$ cat src/rtl/dec_to_bcd_keyenc.sv
// dec_to_bcd_keyenc: synchronizes and debounces 10 decimal key lines, priority-encodes
// the accepted key to BCD and offers it on a valid/ready handshake.
module dec_to_bcd_keyenc #(
    parameter int DEBOUNCE_CYCLES = 4
) (
    input  logic       clk,
    input  logic       rst_n,
    input  logic [9:0] key,
    output logic [3:0] bcd_out,
    output logic       bcd_valid,
    input  logic       bcd_ready,
    output logic       multi_err,
    output logic       busy
);
    localparam int CNT_W = $clog2(DEBOUNCE_CYCLES + 1);
    localparam logic [CNT_W-1:0] CNT_MAX = CNT_W'(DEBOUNCE_CYCLES - 1);

    typedef enum logic [1:0] {IDLE, DEBOUNCE, HOLD, RELEASE} state_t;

    state_t           state;
    logic [9:0]       key_m, key_s;
    logic [CNT_W-1:0] cnt;
    logic [3:0]       cand, enc;
    logic             any, multi;

    always_comb begin
        enc = '0;
        for (int i = 0; i < 10; i++) enc = key_s[i] ? 4'(i) : enc;
    end

    assign any   = |key_s;
    assign multi = |(key_s & (key_s - 10'd1));
    assign busy  = state != IDLE;

    always_ff @(posedge clk or negedge rst_n) begin
        if (!rst_n) begin
            key_m     <= '0;
            key_s     <= '0;
            state     <= IDLE;
            cnt       <= '0;
            cand      <= '0;
            bcd_out   <= '0;
            bcd_valid <= 1'b0;
            multi_err <= 1'b0;
        end else begin
            key_m <= key;
            key_s <= key_m;
            case (state)
                IDLE: if (any) begin
                    cand  <= enc;
                    cnt   <= '0;
                    state <= DEBOUNCE;
                end
                DEBOUNCE: if (!any) begin
                    state <= IDLE;
                end else if (enc != cand) begin
                    cand <= enc;
                    cnt  <= '0;
                end else if (cnt == CNT_MAX) begin
                    bcd_out   <= cand;
                    multi_err <= multi;
                    bcd_valid <= 1'b1;
                    state     <= HOLD;
                end else begin
                    cnt <= cnt + 1'b1;
                end
                HOLD: if (bcd_ready) begin
                    bcd_valid <= 1'b0;
                    cnt       <= '0;
                    state     <= RELEASE;
                end
                RELEASE: if (any) begin
                    cnt <= '0;
                end else if (cnt == CNT_MAX) begin
                    state <= IDLE;
                end else begin
                    cnt <= cnt + 1'b1;
                end
            endcase
        end
    end
endmodule

$ cat config.mk
export PLATFORM = sky130hd
export DESIGN_NAME = dec_to_bcd_keyenc
export DESIGN_NICKNAME = d
export VERILOG_FILES = /design/src/rtl/dec_to_bcd_keyenc.sv
export SDC_FILE = /design/constraint.sdc
export NUM_CORES = 1
export LEC_CHECK = 0
export ABC_AREA = 1
export CORE_UTILIZATION = 44
export CTS_BUF_LIST = sky130_fd_sc_hd__clkbuf_8
export CTS_CLUSTER_SIZE = 40
export DETAILED_ROUTE_END_ITERATION = 16
export HOLD_SLACK_MARGIN = 0.02
export MAX_ROUTING_LAYER = met4
export PLACE_DENSITY = 0.7
export SYNTH_ARGS = -nofsm -noshare
export SYNTH_HDL_FRONTEND = slang
export SYNTH_SLANG_ARGS = --single-unit
$ cat constraint.sdc
create_clock -name clk -period 1.6 [get_ports clk]
set_clock_uncertainty 0.2 [all_clocks]
set_input_delay 0.24 -clock clk [delete_from_list [all_inputs] [get_ports clk]]
set_output_delay 0.24 -clock clk [all_outputs]
set_load 0.02 [all_outputs]
==> impl_metrics.sql <==
INSERT INTO impl_metrics (metric_group, metric, value, unit) VALUES
('yosys', 'synthesis.instances', '169', ''),
('sta', 'timing.final.setup_violations', '15', ''),
('yosys', 'synth_area_leaders', 'sky130_fd_sc_hd__dfrtp_1 57%, sky130_fd_sc_hd__nand2_1 14%, sky130_fd_sc_hd__inv_1 5.2%', ''),
('job', 'max_cap_viol_count', '0', ''),
('yosys', 'yosys_warnings', '0', ''),
('floorplanning', 'fp.coreArea', '0.003337', 'mm2'),
('pwr', 'fin_total_pwr', '2.563', 'mW'),
('run_status', 'failed_checks', 'setup timing', ''),
('sta', 'finalWorstSetupSlack', '-0.2570', 'ns'),
('pwr', 'ir_worst_vdd', '0.7604', 'mV'),
('global_routing', 'first_global_vias', '1292', ''),
('min_path', 'hold_path.class', 'in2async', ''),
('yosys', 'mappedNetlistNets', '183', ''),
('pwr', 'static-leakage-power', '1.174', 'nW'),
('global_routing', 'globalRouteTotalUtil', '0.2103', ''),
('final_layout', 'area_delta_synth_final', '47.42', '%'),
('clock_network', 'clock_path_buffers', '2', ''),
('setup_path', 'reg2regPathDepth', '13', ''),
('global_routing', 'grt_max_degree', '36', ''),
('yosys', 'synth_top_area_share', '0.5733', ''),
('sta', 'grt_setup_unrepaired', 'true', ''),
('clock_network', 'cts.htree.levels', '2', ''),
('sta', 'finalHoldViolCount', '0', ''),
('clock_network', 'numClockSinks', '35', ''),
('detailed_routing', 'drt_iter0_markers', '57', ''),
('detailed_routing', 'antenna_violating_nets_post_route', '0', ''),
('clock_network', 'clock_insertion_delay_worst_skew', '0.29', 'ns'),
('clock_network', 'clkTransAtPathRegs', '0.07', 'ns'),
('global_routing', 'grt_antenna_before_repair', '0', ''),
('floorplanning', 'die-area', '0.003712', 'mm2'),
('final_layout', 'share_of_layout_cells_above_drive_strength_1', '0.3506', ''),
('setup_path', 'timing_worst_setup_path_type', 'reg2reg', ''),
('detailed_routing', 'avgRoutedWirePerCell', '11.86', 'um'),
('floorplanning', 'die_y', '60.93', 'um'),
('clock_network', 'cts_made_buffers', '5', ''),
('sta', 'worst_margin_slew', '0.3996', 'ns'),
('sta', 'maxSlewHeadroom', '0.7326', ''),
('sta', 'final.min_clock_period', '1.857', 'ns'),
('floorplanning', 'placement_rows', '21', ''),
('setup_path', 'critical_path_arrival', '1.84', 'ns'),
('sta', 'period_share', '1.161', ''),
('setup_path', 'cp_required', '1.58', 'ns'),
('yosys', 'synth.largest_area_cell', 'sky130_fd_sc_hd__dfrtp_1', ''),
('place', 'dp_hpwl', '2219', 'um'),
('place', 'port_buffers', '19', ''),
('clock_network', 'cts_tree', 'done', ''),
('floorplanning', 'top_level_ports', '20', ''),
('clock_network', 'ctsRootBufferMaster', 'sky130_fd_sc_hd__clkbuf_8', ''),
('final_layout', 'layoutNonFillerInstCount', '277', ''),
('yosys', 'area_of_the_mapped_netlist', '0.001528', 'mm2'),
('detailed_routing', 'drt-pass1-iter-count', '4', ''),
('global_routing', 'global_route.overflow_total', '0', ''),
('final_layout', 'final_cell_area', '0.002252', 'mm2'),
('yosys', 'synth.yosys.seq_area_share', '0.5733', ''),
('place', 'gp_congestion', '0.8413', ''),
('setup_path', 'startpoint_type', 'flop', ''),
('pwr', 'power.density_cell_area', '1138', 'mW/mm2'),
('sta', 'report.final.slew_viol_count', '0', ''),
('detailed_routing', 'via_per_inst', '4.758', ''),
('place', 'placed_cells_incl_taps', '261', ''),
('run_status', 'run_status', 'complete, but fails checks', ''),
('sta', 'fin_hold_ws', '0.1172', 'ns'),
('yosys', 'synth.avg_cell_area', '9.040', 'um2'),
('setup_path', 'timing.critical_path.to_type', 'flop', ''),
('global_routing', 'grt_pass1_wl', '5388', 'um'),
('yosys', 'ys_seq_elements', '35', ''),
('floorplanning', 'floorplan.initialDensity', '0.4578', ''),
('yosys', 'synth.lib_cells_used.distinct', '26', ''),
('final_layout', 'num_antenna_cells', '0', ''),
('place', 'placed_cell_area', '0.001994', 'mm2'),
('final_layout', 'final.fill_count', '269', ''),
('detailed_routing', 'vias', '1318', ''),
('floorplanning', 'die_width', '60.93', 'um'),
('detailed_routing', 'detail_route.wirelength', '3284', 'um'),
('sta', 'fmax', '0.5385', 'GHz'),
('detailed_routing', 'drc', '0', ''),
('setup_path', 'path_max_fanout', '5', ''),
('final_layout', 'finalNetCount', '244', '');
timing repair:
item / in CTS / in global routing
hold buffers: 0 / 0
setup endpoints to repair: 22 / 16
resized for setup: 23 / 11
cloned: 1 / 0
buffers inserted: 6 / 1
pin swaps: 7 / 8
path summary, 6_finish.rpt:
check | from | slack, ns | to
worst max-delay path | key_s[4]$_DFF_PN0_ | -0.26 | cand[0]$_DFFE_PN0P_
worst max register to register | key_s[4]$_DFF_PN0_ | -0.26 | cand[0]$_DFFE_PN0P_
max in group asynchronous | rst_n | 0.90 | cand[1]$_DFFE_PN0P_
min in group clk | key_m[8]$_DFF_PN0_ | 0.15 | key_s[8]$_DFF_PN0_
worst min-delay path | rst_n | 0.12 | key_s[5]$_DFF_PN0_
worst min register to register | key_m[8]$_DFF_PN0_ | 0.15 | key_s[8]$_DFF_PN0_
cell type report:
| cell class | instances | area [um2] | share of cell area |
|---|---|---|---|
| sequential | 35 | 875.8 | 0.3889 |
| multi-input combinational | 111 | 660.6 | 0.2933 |
| clock inverter | 3 | 47.55 | 0.02111 |
| clock buffer | 5 | 68.82 | 0.03056 |
| timing repair buffer | 54 | 452.9 | 0.2011 |
| inverter | 23 | 88.84 | 0.03944 |
| tap | 46 | 57.56 | 0.02556 |
placed cells by master, fill, tap and decap left out, types with 4 or more instances in the layout:
cell	instances
sky130_fd_sc_hd__nor2_2	5
sky130_fd_sc_hd__nor2_1	6
sky130_fd_sc_hd__a21oi_1	4
sky130_fd_sc_hd__o21ai_2	4
sky130_fd_sc_hd__nand3_1	10
sky130_fd_sc_hd__nand2_4	5
sky130_fd_sc_hd__dfrtp_1	35
sky130_fd_sc_hd__nand2_2	11
sky130_fd_sc_hd__nand2_1	44
sky130_fd_sc_hd__inv_1	19
sky130_fd_sc_hd__clkbuf_8	5
sky130_fd_sc_hd__dlygate4sd2_1	6
sky130_fd_sc_hd__clkdlybuf4s50_1	12
sky130_fd_sc_hd__buf_4	34
layer usage:
metal  part of all wire  vias to the layer above  track usage
met5                  0                        -            -
met4              0.019                        0      0.07792
met3              0.032                        7      0.05757
met2               0.53                       26       0.3469
met1               0.42                      625       0.2449
li1                   -                      660            -
flip-flops by register name, indices dropped and copies added (netlist names), named ones only:
register   cells
bcd_valid      1
state          1
multi_err      1
bcd_out        4
cnt            3
key_m         10
cand           4
key_s         10
metrics by stage:
stage,TNS [ns],util,setup slack (ns)
after floorplan,-1.005,-,-0.1243
after global placement,-3.478,0.5977,-0.3092
after detailed placement,-4.458,0.5977,-0.3931
after CTS,-3.593,0.6644,-0.2763
after global routing,-5.872,0.6749,-0.4344
final,-3.364,0.6749,-0.2570
worst max-delay path, stage by stage, from the launching register on:
cell and delay [ns]:
sky130_fd_sc_hd__dfrtp_1 0.43, sky130_fd_sc_hd__nor2_4 0.15, sky130_fd_sc_hd__o21ai_2 0.08, sky130_fd_sc_hd__nand2_1 0.07
sky130_fd_sc_hd__nand2_2 0.06, sky130_fd_sc_hd__buf_4 0.13, sky130_fd_sc_hd__nand2_1 0.09, sky130_fd_sc_hd__a21oi_4 0.08
sky130_fd_sc_hd__nand2_4 0.08, sky130_fd_sc_hd__nand2_2 0.08, sky130_fd_sc_hd__nand2_4 0.11, sky130_fd_sc_hd__nand2_4 0.07
sky130_fd_sc_hd__nand2_1 0.06, sky130_fd_sc_hd__nand2_1 0.05
cell usage after synthesis (all sizes together):
cell / number
dfrtp: 35
nand2: 60
o22ai: 1
maj3: 2
nor3: 1
nand3b: 2
o211ai: 1
ha: 1
a22oi: 1
inv: 23
o21ai: 6
nor4: 1
a31o: 1
nand3: 13
a31oi: 1
a21oi: 5
buf: 1
nor2: 12
xor2: 2
report_power, final:
group          total (mW)  switching [mW]  internal (mW)
registers            1.05          0.0683          0.981
logic               0.709           0.385          0.324
clock network       0.804           0.333          0.472
kinds of logic after synthesis:
logic type                 after synthesis  share of synthesized area
xor gates and xnor gates                 2                    0.01147
adders and majority gates                3                    0.02129
DFF                                     35                     0.5733
buffers and inverters                   24                    0.06389
AOI/OAI and AO/OA                       16                    0.07208
and+or+nand+nor                         89                     0.2580
(Power assumes the default switching activity.)
